==> src/rtl/multicycle_ctrl.sv <==
// multicycle_ctrl: multi-cycle sequencer for the RV32I-subset datapath.
// Latches the fetched instruction, decodes it, then steps EXEC/MEM/WBK while
// driving the datapath controls. Memory accesses wait on mem_ready with a
// bounded timeout. Illegal instructions and memory timeouts park in a sticky
// TRAP state that only rst clears.
//
// Optional build macro: CTRL_PERF_CNT_EN adds the cyc_cnt_o / ret_cnt_o
// performance counters and the CNT_W parameter.
//
// state  | meaning
// -------+------------------------------------------------------------
// FETCH  | wait for run_i, latch inst_i into ir
// DECODE | classify ir; illegal encodings go to TRAP
// EXEC   | ALU step; branches resolve and retire here
// MEM    | RAM request held until mem_ready_i or timeout
// WBK    | register-file write and retire
// TRAP   | sticky fault, all strobes low, exit via rst only
module multicycle_ctrl #(
  parameter int unsigned MEM_TIMEOUT = 15
`ifdef CTRL_PERF_CNT_EN
  ,
  parameter int unsigned CNT_W = 32
`endif
) (
  input  logic             clk_i,
  input  logic             rst_i,
  input  logic             run_i,
  input  logic [31:0]      inst_i,
  input  logic [3:0]       status_i,
  input  logic             mem_ready_i,
  output logic             PCsrc_o,
  output logic             pc_en_o,
  output logic             ALUsrc_o,
  output logic             MemRW_o,
  output logic             mem_req_o,
  output logic             WB_o,
  output logic             RegRW_o,
  output logic [1:0]       immSel_o,
  output logic [2:0]       ALUop_o,
  output logic [2:0]       state_o,
  output logic             retire_o,
  output logic             trap_o
`ifdef CTRL_PERF_CNT_EN
  ,
  output logic [CNT_W-1:0] cyc_cnt_o,
  output logic [CNT_W-1:0] ret_cnt_o
`endif
);

  typedef enum logic [2:0] {
    S_FETCH  = 3'd0,
    S_DECODE = 3'd1,
    S_EXEC   = 3'd2,
    S_MEM    = 3'd3,
    S_WBK    = 3'd4,
    S_TRAP   = 3'd5
  } state_t;

  typedef enum logic [2:0] {
    C_ILL,
    C_R,
    C_I,
    C_LW,
    C_SW,
    C_BR
  } cls_t;

  localparam logic [2:0] OP_ADD = 3'b000;
  localparam logic [2:0] OP_SUB = 3'b001;
  localparam logic [2:0] OP_AND = 3'b010;
  localparam logic [2:0] OP_OR  = 3'b011;
  localparam logic [2:0] OP_XOR = 3'b100;
  localparam logic [2:0] OP_SLL = 3'b101;
  localparam logic [2:0] OP_SRL = 3'b110;
  localparam logic [2:0] OP_SLT = 3'b111;

  localparam logic [6:0] OPC_R  = 7'b0110011;
  localparam logic [6:0] OPC_I  = 7'b0010011;
  localparam logic [6:0] OPC_LW = 7'b0000011;
  localparam logic [6:0] OPC_SW = 7'b0100011;
  localparam logic [6:0] OPC_BR = 7'b1100011;

  // Timeout down-counter: loaded with MEM_TIMEOUT on MEM entry, terminal
  // count at zero. A zero MEM_TIMEOUT disables the timeout entirely.
  localparam int TMO_W = (MEM_TIMEOUT < 2) ? 1 : $clog2(MEM_TIMEOUT + 1);
  localparam logic [TMO_W-1:0] TMO_LOAD = TMO_W'(MEM_TIMEOUT);
  localparam bit TMO_ON = (MEM_TIMEOUT != 0);

  state_t           state_q, state_d;
  logic [31:0]      ir_q, ir_d;
  logic [TMO_W-1:0] tmo_q, tmo_d;

  logic [6:0] opcode;
  logic [2:0] funct3;
  logic [6:0] funct7;
  cls_t       cls;
  logic [2:0] alu_op;
  logic       alu_src;
  logic [1:0] imm_sel;
  logic       wb_sel;
  logic       br_taken;
  logic       dp_active;
  logic       unused_bits;

  assign opcode = ir_q[6:0];
  assign funct3 = ir_q[14:12];
  assign funct7 = ir_q[31:25];

  // Register indices and immediates belong to the datapath; carry flag unused.
  assign unused_bits = ^{ir_q[24:15], ir_q[11:7], status_i[2]};

  // Instruction classification, including funct3/funct7 legality.
  always_comb begin
    cls = C_ILL;
    case (opcode)
      OPC_R: begin
        if ((funct7 == 7'b0000000 && funct3 != 3'b011) ||
            (funct7 == 7'b0100000 && funct3 == 3'b000))
          cls = C_R;
      end
      OPC_I: begin
        if (funct3 != 3'b011 &&
            !((funct3 == 3'b001 || funct3 == 3'b101) && funct7 != 7'b0000000))
          cls = C_I;
      end
      OPC_LW: begin
        if (funct3 == 3'b010)
          cls = C_LW;
      end
      OPC_SW: begin
        if (funct3 == 3'b010)
          cls = C_SW;
      end
      OPC_BR: begin
        if (funct3 == 3'b000 || funct3 == 3'b001 ||
            funct3 == 3'b100 || funct3 == 3'b101)
          cls = C_BR;
      end
      default: cls = C_ILL;
    endcase
  end

  // Datapath control values; constant for the whole EXEC..WBK window.
  always_comb begin
    alu_op  = OP_ADD;
    alu_src = 1'b0;
    imm_sel = 2'b00;
    wb_sel  = 1'b0;
    case (cls)
      C_R, C_I: begin
        alu_src = (cls == C_I);
        wb_sel  = 1'b1;
        case (funct3)
          3'b000:  alu_op = (cls == C_R && funct7[5]) ? OP_SUB : OP_ADD;
          3'b111:  alu_op = OP_AND;
          3'b110:  alu_op = OP_OR;
          3'b100:  alu_op = OP_XOR;
          3'b001:  alu_op = OP_SLL;
          3'b101:  alu_op = OP_SRL;
          3'b010:  alu_op = OP_SLT;
          default: alu_op = OP_ADD;
        endcase
      end
      C_LW: begin
        alu_src = 1'b1;
        imm_sel = 2'b00;
      end
      C_SW: begin
        alu_src = 1'b1;
        imm_sel = 2'b01;
      end
      C_BR: begin
        alu_op  = OP_SUB;
        imm_sel = 2'b10;
      end
      default: ;
    endcase
  end

  // Branch condition from the ALU flags of the compare.
  always_comb begin
    br_taken = 1'b0;
    case (funct3)
      3'b000:  br_taken = status_i[0];
      3'b001:  br_taken = ~status_i[0];
      3'b100:  br_taken = status_i[1] ^ status_i[3];
      3'b101:  br_taken = ~(status_i[1] ^ status_i[3]);
      default: br_taken = 1'b0;
    endcase
  end

  assign dp_active = (state_q == S_EXEC) || (state_q == S_MEM) || (state_q == S_WBK);

  // Next-state and strobe decode.
  always_comb begin
    state_d   = state_q;
    ir_d      = ir_q;
    tmo_d     = tmo_q;
    PCsrc_o   = 1'b0;
    pc_en_o   = 1'b0;
    MemRW_o   = 1'b0;
    mem_req_o = 1'b0;
    RegRW_o   = 1'b0;
    retire_o  = 1'b0;
    trap_o    = 1'b0;
    ALUsrc_o  = dp_active ? alu_src : 1'b0;
    ALUop_o   = dp_active ? alu_op  : 3'b000;
    immSel_o  = dp_active ? imm_sel : 2'b00;
    WB_o      = dp_active ? wb_sel  : 1'b0;

    case (state_q)
      S_FETCH: begin
        if (run_i) begin
          ir_d    = inst_i;
          state_d = S_DECODE;
        end
      end
      S_DECODE: begin
        state_d = (cls == C_ILL) ? S_TRAP : S_EXEC;
      end
      S_EXEC: begin
        case (cls)
          C_R, C_I: state_d = S_WBK;
          C_LW, C_SW: begin
            tmo_d   = TMO_LOAD;
            state_d = S_MEM;
          end
          C_BR: begin
            pc_en_o  = 1'b1;
            retire_o = 1'b1;
            PCsrc_o  = br_taken;
            state_d  = S_FETCH;
          end
          default: state_d = S_TRAP;
        endcase
      end
      S_MEM: begin
        mem_req_o = 1'b1;
        MemRW_o   = (cls == C_SW);
        if (mem_ready_i) begin
          if (cls == C_LW) begin
            state_d = S_WBK;
          end else begin
            pc_en_o  = 1'b1;
            retire_o = 1'b1;
            state_d  = S_FETCH;
          end
        end else if (TMO_ON && tmo_q == '0) begin
          state_d = S_TRAP;
        end else if (tmo_q != '0) begin
          tmo_d = tmo_q - TMO_W'(1);
        end
      end
      S_WBK: begin
        RegRW_o  = 1'b1;
        pc_en_o  = 1'b1;
        retire_o = 1'b1;
        state_d  = S_FETCH;
      end
      S_TRAP: begin
        trap_o = 1'b1;
      end
      default: state_d = S_TRAP;
    endcase
  end

  // State, instruction and timeout registers.
  always_ff @(posedge clk_i or posedge rst_i) begin
    if (rst_i) begin
      state_q <= S_FETCH;
      ir_q    <= '0;
      tmo_q   <= '0;
    end else begin
      state_q <= state_d;
      ir_q    <= ir_d;
      tmo_q   <= tmo_d;
    end
  end

  assign state_o = state_q;

`ifdef CTRL_PERF_CNT_EN
  logic [CNT_W-1:0] cyc_q, cyc_d;
  logic [CNT_W-1:0] ret_q, ret_d;

  // Counter increments; both wrap naturally.
  always_comb begin
    cyc_d = (state_q != S_TRAP) ? cyc_q + CNT_W'(1) : cyc_q;
    ret_d = retire_o ? ret_q + CNT_W'(1) : ret_q;
  end

  // Performance counter registers.
  always_ff @(posedge clk_i or posedge rst_i) begin
    if (rst_i) begin
      cyc_q <= '0;
      ret_q <= '0;
    end else begin
      cyc_q <= cyc_d;
      ret_q <= ret_d;
    end
  end

  assign cyc_cnt_o = cyc_q;
  assign ret_cnt_o = ret_q;
`endif

endmodule

==> config.mk <==
export PLATFORM = sky130hd
export DESIGN_NAME = multicycle_ctrl
export DESIGN_NICKNAME = d
export VERILOG_FILES = /design/src/rtl/multicycle_ctrl.sv
export SDC_FILE = /design/constraint.sdc
export NUM_CORES = 1
export LEC_CHECK = 0
export ABC_AREA = 1
export BUFFER_PORTS_ARGS = -buffer_cell sky130_fd_sc_hd__buf_2
export CORE_ASPECT_RATIO = 0.8
export CORE_MARGIN = 5
export CORE_UTILIZATION = 40
export CTS_CLUSTER_DIAMETER = 200
export DETAILED_ROUTE_END_ITERATION = 10
export PLACE_DENSITY = 0.67
export RECOVER_POWER = 50
export SYNTH_ARGS = -nofsm -noshare
export SYNTH_HDL_FRONTEND = slang
export SYNTH_SLANG_ARGS = --single-unit
==> constraint.sdc <==
create_clock -name clk_i -period 3.6 [get_ports clk_i]
set_clock_uncertainty 0.1 [all_clocks]
set_input_delay 0.36 -clock clk_i [delete_from_list [all_inputs] [get_ports clk_i]]
set_output_delay 0.36 -clock clk_i [all_outputs]
set_load 0.005 [all_outputs]
==> metrics.txt, run 1 <==
detailed-route via count between 1k and 1.5k; endpoints failing hold 0; worst reg-to-reg path cell count 5; pre-CTS setup slack about 1.5 ns; die extent in x between 70 and 80 µm; DR iter-0 viols 71; flops & latches, synth 24; GPL Wtd Cong 0.7720; clk buf depth 2; Crit path required time between 3 and 4 ns; Synth area leaders dfrtp_1 39%, nor2_1 8.0%, nand2_1 7.8%; unrepaired setup endpoints after global routing no; Post-DRT Antenna Nets 0; Worst-path clk slew about 0.09 ns; Initial Util ~41%; fmax 434.4 MHz; first-pass GRT wire length 5402 µm; site row count 20; WS Path Type flop to primary output; post-synth cell types 33; worst r2r src state_o[1]$_DFFE_PP0P_; Synth Area per Inst roughly 7.7 µm²; worst skew pair latency approximately 0.27 ns; Max-Cap Viols 0; Synth area leader dfrtp_1; CP arrival between 1.5 and 2 ns; Port-buffer cells 40; fill cell count 390; fin crit period 2.302 ns; fin crit share approximately 64%; Post-Syn Instances 200; Worst Hold Class input pin to asynchronous set/reset pin; Yosys top cell area share about 39%; number of remaining DRC errors 0; fin nets 282; Clk Tree Root Cell clkbuf_8; DP Area 0.001780 mm²; synthesized cell area approximately 0.0015 mm²; non-filler cells, final a little under 300; fin util 48.58%; DR WL/cell between 10 and 15 µm; r2r setup slk 1.48 ns; vias in the first global route around 1.2k; Setup TNS 0 ns; layout cells sized above 1 29.58%; TritonRoute pass-1 iters 4; placed insts around 290; total CTS buffers 3; Non-Filler Cell Area, Final ~0.0018 mm²; Top Ports 57; crit path from ir_q[13]$_DFFE_PP0P_; Syn Nets 241; Clock Sink Count 24; Slew Limit Headroom 34.14%; post-CTS setup buffers 0; synth warn 0; Pins Over Slew Limit 0; TritonCTS clock tree yes; outcome complete, no violations; initial antenna violation count 0; pwr dens around 630 mW/mm²; largest net degree at the start of global routing 31; H-tree Lvls 1; Worst-Margin Slew 0.9855 ns; Seq/Total Area, Yosys approximately two fifths; CP max FO 4; GRT Util Overall a little over an eighth; endpoint type of the worst setup path primary output; total grt overflow 0; Worst VDD drop ~0.32 mV; final-report setup violation count 0; final WL between 3000 and 4000 µm; Worst R2R End ir_q[25]$_DFFE_PP0P_; post-route setup slack ~1.3 ns; DP Wirelength about 2600 µm; hold_buf cts 0; Die Y-Extent approximately 66 µm; core area roughly 0.0038 mm²; CP Launch Type flop; P_leak ~0.96 nW; via-per-instance ratio around 4.6; Die Footprint 0.005218 mm²; # resized after CTS 0; n_diodes 0; P&R area growth vs syn 18.69%
==> kinds of logic after synthesis <==
logic type                 after synthesis  synth area share, %
muxes                                    4                3.641
buffers and inverters                   36                10.36
xor gates and xnor gates                 3                1.699
AOI/OAI and AO/OA                       33                13.67
adders and majority gates                1               0.8089
DFF                                     24                38.84
and+or+nand+nor                         99                30.99
==> layer usage <==
| layer | GRT usage, % | part of all wire, % |
|---|---|---|
| met1 | 18.89 | 51 |
| met2 | 19.38 | 41 |
| met3 | 3.425 | 6.8 |
| met4 | 2.575 | 0.56 |
| met5 | 0 | 0 |
==> critical path: stages (launching register included) <==
cell     delay (ns)
dfrtp_1        0.44
inv_1          0.16
nand2_1        0.07
nor2_1         0.15
nand3_1        0.09
nand2_1        0.09
nand2_1        0.09
nand2_1        0.08
inv_2          0.06
nor2_4         0.09
nand2_1        0.06
o21ai_1        0.07
buf_2          0.12
==> state kept, by name, summed over array words and instances (netlist names) <==
name / cells
state_o: 3
ir_q: 17
tmo_q: 4
==> stage by stage <==
step	power [mW]	hold WS [ns]
5_1_grt	1.249	0.2176
4_1_cts	1.178	0.2142
3_3_place_gp	0.9297	0.3940
3_5_place_dp	0.9418	0.3956
2_1_floorplan	0.8351	0.2746
6_report	1.156	0.1743
==> how the worst max path moves through the flow <==
stage	depth (start not counted)	to	slack [ns]
final	12	ALUop_o[0]	1.30
after global routing	12	ALUop_o[0]	1.11
after CTS	12	ALUop_o[0]	1.35
after detailed placement	5	ir_q[25]$_DFFE_PP0P_	1.50
after global placement	5	ir_q[25]$_DFFE_PP0P_	1.51
after floorplan	11	ALUop_o[0]	1.90
==> layout by cell type, fill, tap and decap left out, types with 2 or more instances in the layout <==
| cell type | Yosys | final |
|---|---|---|
| a21oi_1 | 16 | 16 |
| clkbuf_1 | 0 | 2 |
| nor2_1 | 33 | 35 |
| clkbuf_8 | 0 | 3 |
| nor2_4 | 4 | 3 |
| inv_2 | 6 | 5 |
| nand4_1 | 3 | 3 |
| mux2_4 | 3 | 3 |
| buf_2 | 1 | 38 |
| o21ai_0 | 2 | 2 |
| nand3_1 | 14 | 14 |
| xor2_1 | 3 | 3 |
| nor3_1 | 5 | 5 |
| nand2_1 | 32 | 32 |
| o21ai_2 | 8 | 8 |
| nor2_2 | 3 | 2 |
| inv_1 | 25 | 26 |
| dfrtp_1 | 24 | 24 |
==> Yosys cell counts (all sizes together) <==
library cell / instances
nor2: 40
nand2: 34
inv: 32
dfrtp: 24
a21oi: 17
nand3: 16
o21ai: 11
nor3: 5
buf: 4
mux2: 4
nand4: 3
xor2: 3
a211oi: 1
a31oi: 1
ha: 1
nor3b: 1
o211ai: 1
o21a: 1
o221ai: 1
==> power by group <==
| group | leakage [nW] | total [mW] | internal, mW | switching [mW] |
|---|---|---|---|---|
| registers | 0.261 | 0.465 | 0.374 | 0.0916 |
| clock network | 0.0357 | 0.234 | 0.148 | 0.0857 |
| logic | 0.661 | 0.456 | 0.186 | 0.270 |
| total | 0.958 | 1.16 | 0.708 | 0.447 |
==> layout make-up <==
| cell class | count | area (µm²) | share of cell area (%) |
|---|---|---|---|
| timing repair buffer | 40 | 197.7 | 10.77 |
| tap | 55 | 68.82 | 3.749 |
| clock buffer | 3 | 41.29 | 2.249 |
| multi-input combinational | 140 | 775.7 | 42.26 |
| sequential | 24 | 600.6 | 32.72 |
| inverter | 32 | 121.4 | 6.612 |
| clock inverter | 1 | 30.03 | 1.636 |
(Power assumes the default switching activity.)
==> run 2: changes to the inputs <==
PLACE_DENSITY = 0.7   (was 0.67)
clock period = 1.85 ns   (was 3.6 ns; I/O delays follow)
==> metrics.txt, run 2 (same netlist as run 1, synthesis figures left out) <==
Clock Sink Count 24 (unchanged); fin crit period about 1.9 ns; sequential power share 36.8% (was 40.3%); commonest cells after routing, fill and taps aside 39 x buf_2, 28 x nor2_1, 26 x nand2_1 (was 38 x buf_2, 35 x nor2_1, 32 x nand2_1); Die Y-Extent 65.62 µm (unchanged); first-pass GRT wire length 5761 µm (was 5402 µm); Cell Int Power 1.486 mW (was 0.7083 mW); CP bufs+invs 2 (was 3); switching portion of total power 39.38% (was 38.71%); max reg flops 17 (unchanged); Comb pwr share 44.4% (was 39.5%); clk buf depth 2 (unchanged); via-per-instance ratio 4.700 (was 4.607); post-route setup slack -0.09159 ns (was 1.298 ns); DR iter-0 viols 42 (was 71); core area 0.003779 mm² (unchanged); WS Path Type flop to primary output (unchanged); outcome finished, violations left (was complete, no violations); Worst-Margin Slew 0.5916 ns (was 0.9855 ns); endpoints failing hold 0 (unchanged); detailed-route via count 1471 (was 1359); total CTS buffers 3 (unchanged); Worst VDD drop 0.5444 mV (was 0.3171 mV); TritonRoute pass-1 iters 4 (unchanged); Initial Util 40.93% (unchanged); die extent in x 79.52 µm (unchanged); fmax just over 500 MHz; fin crit share 105.0%; fin util 54.44% (was 48.58%); Setup TNS -0.2922 ns (was 0 ns); Port-buffer cells 40 (unchanged); largest net degree at the start of global routing 31 (unchanged); Crit path required time 1.56 ns (was 3.14 ns); n_diodes 0 (unchanged); Clock power frac 18.8% (was 20.3%); endpoint type of the worst setup path primary output (unchanged); slowest stage cell, crit path dfrtp_1 (unchanged); initial antenna violation count 0 (unchanged); GPL Wtd Cong 0.7965 (was 0.7720); Tot Pwr 2.451 mW (was 1.156 mW); final-report setup violation count 6 (was 0); worst skew pair latency 0.27 ns (about the same); TritonCTS clock tree yes (unchanged); DR WL/cell 11.09 µm (was 10.96 µm); fin nets 300 (was 282); layout cells sized above 1 43.02% (was 29.58%); Non-Filler Cell Area, Final 0.002057 mm² (was 0.001836 mm²); fill cell count 356 (was 390); Clk Tree Root Cell clkbuf_8 (unchanged); DP Area 0.001833 mm² (was 0.001780 mm²); Biggest register ir_q (unchanged); Top Ports 57 (unchanged); Worst Hold Class input pin to flop (was input pin to asynchronous set/reset pin); crit path cell chain nor2_1 > nand2_1 > nor2_1 > nand2_1 > nand2_2 > nand2_2 > nand2_2 > inv_2 > nor2_4 > nand2_1 > o21ai_1 > buf_2 (was inv_1 > nand2_1 > nor2_1 > nand3_1 > nand2_1 > nand2_1 > nand2_1 > inv_2 > nor2_4 > nand2_1 > o21ai_1 > buf_2); Slew Limit Headroom 60.56% (was 34.14%); Sw Pwr 0.9651 mW (was 0.4473 mW); CP Launch Type flop (unchanged); P_leak 1.054 nW (was 0.9576 nW); site row count 20 (unchanged); pwr dens 1192 mW/mm² (was 629.5 mW/mm²); CP max FO 3 (was 4); Post-DRT Antenna Nets 0 (unchanged); placed insts 298 (was 291); Max-Cap Viols 0 (unchanged); total grt overflow 0 (unchanged); DP Wirelength 2525 µm (was 2555 µm); number of remaining DRC errors 0 (unchanged); P&R area growth vs syn 33.01% (was 18.69%); GRT Util Overall 13.70% (was 13.01%); commonest non-fill, non-tap cell in the layout buf_2 (unchanged); non-filler cells, final 313 (was 295); final WL 3470 µm (was 3233 µm); CP arrival 1.66 ns (was 1.84 ns); Pins Over Slew Limit 0 (unchanged); unrepaired setup endpoints after global routing yes (was no); max incr delay on CP 0.41 ns (was 0.44 ns); H-tree Lvls 1 (unchanged); Worst-path clk slew 0.09 ns (about the same); Worst path top cell family by delay simple AND/OR/NAND/NOR gates (unchanged); Die Footprint 0.005218 mm² (unchanged); failing checks negative setup slack; vias in the first global route 1347 (was 1233)
-- run 2: metrics by stage --
stage | setup WS [ns] | hold slack (ns)
floorplan | 0.3288 | 0.09962
CTS | -0.07529 | 0.03432
detailed placement | 0.1458 | 0.1468
global placement | 0.1451 | 0.1481
global route | -0.2385 | 0.02832
finish | -0.09159 | 0.03760
-- run 2: cell type report --
cell class	count	area (µm²)	share of cell area, %
Sequential cell	24	601.8	29.26
Clock buffer	3	41.29	2.007
Inverter	32	125.1	6.083
Timing Repair Buffer	58	337.8	16.42
Multi-Input combinational cell	140	852.1	41.42
Clock inverter	1	30.03	1.460
Tap cell	55	68.82	3.346
-- run 2: layer usage --
metal	up-vias	part of all wire (%)	global-route usage (%)	wire (µm)
met1	657	46	19.54	1613
met2	45	45	20.73	1555
met3	6	7.5	3.425	259
met5	-	0	0	0
li1	763	-	-	-
met4	0	1.2	3.219	42
-- run 2: final timing paths --
kind	start	end	slack (ns)	depth (start not counted)
worst min-delay path	inst_i[31]	ir_q[31]$_DFFE_PP0P_	0.04	2
worst max-delay path	ir_q[31]$_DFFE_PP0P_	ALUop_o[0]	-0.09	12
min in group asynchronous	rst_i	ir_q[5]$_DFFE_PP0P_	0.49	4
worst min register to register	ir_q[0]$_DFFE_PP0P_	ir_q[0]$_DFFE_PP0P_	0.42	1
max in group asynchronous	rst_i	state_o[2]$_DFFE_PP0P_	0.74	4
worst max register to register	ir_q[31]$_DFFE_PP0P_	state_o[0]$_DFFE_PP0P_	0.18	12
-- run 2: worst register-to-register path, stage by stage, from the launching register on --
cell and delay, ns:
dfrtp_1 0.41, nor2_1 0.09, nand2_1 0.09, nor2_1 0.11
nand2_1 0.07, nand2_2 0.08, nand2_2 0.06, buf_4 0.13
buf_4 0.12, nand4_1 0.10, nand2_1 0.06, nor2_1 0.09
nor2_1 0.05
-- run 2: timing repair --
action                     4_1_cts  5_1_grt
buffers inserted                 6        4
gates resized for setup          9       14
setup endpoints to repair        8       10
hold buffers                     1        0
pin swaps                        6        7
hold endpoints to repair        24        0
-- run 2: power groups by stage --
stage	clock network, mW	logic [mW]	registers (mW)
floorplan	0	0.738	0.887
global placement	0	0.965	0.891
detailed placement	0	0.982	0.894
CTS	0.474	1.03	0.889
global route	0.490	1.23	0.931
finish	0.461	1.09	0.902
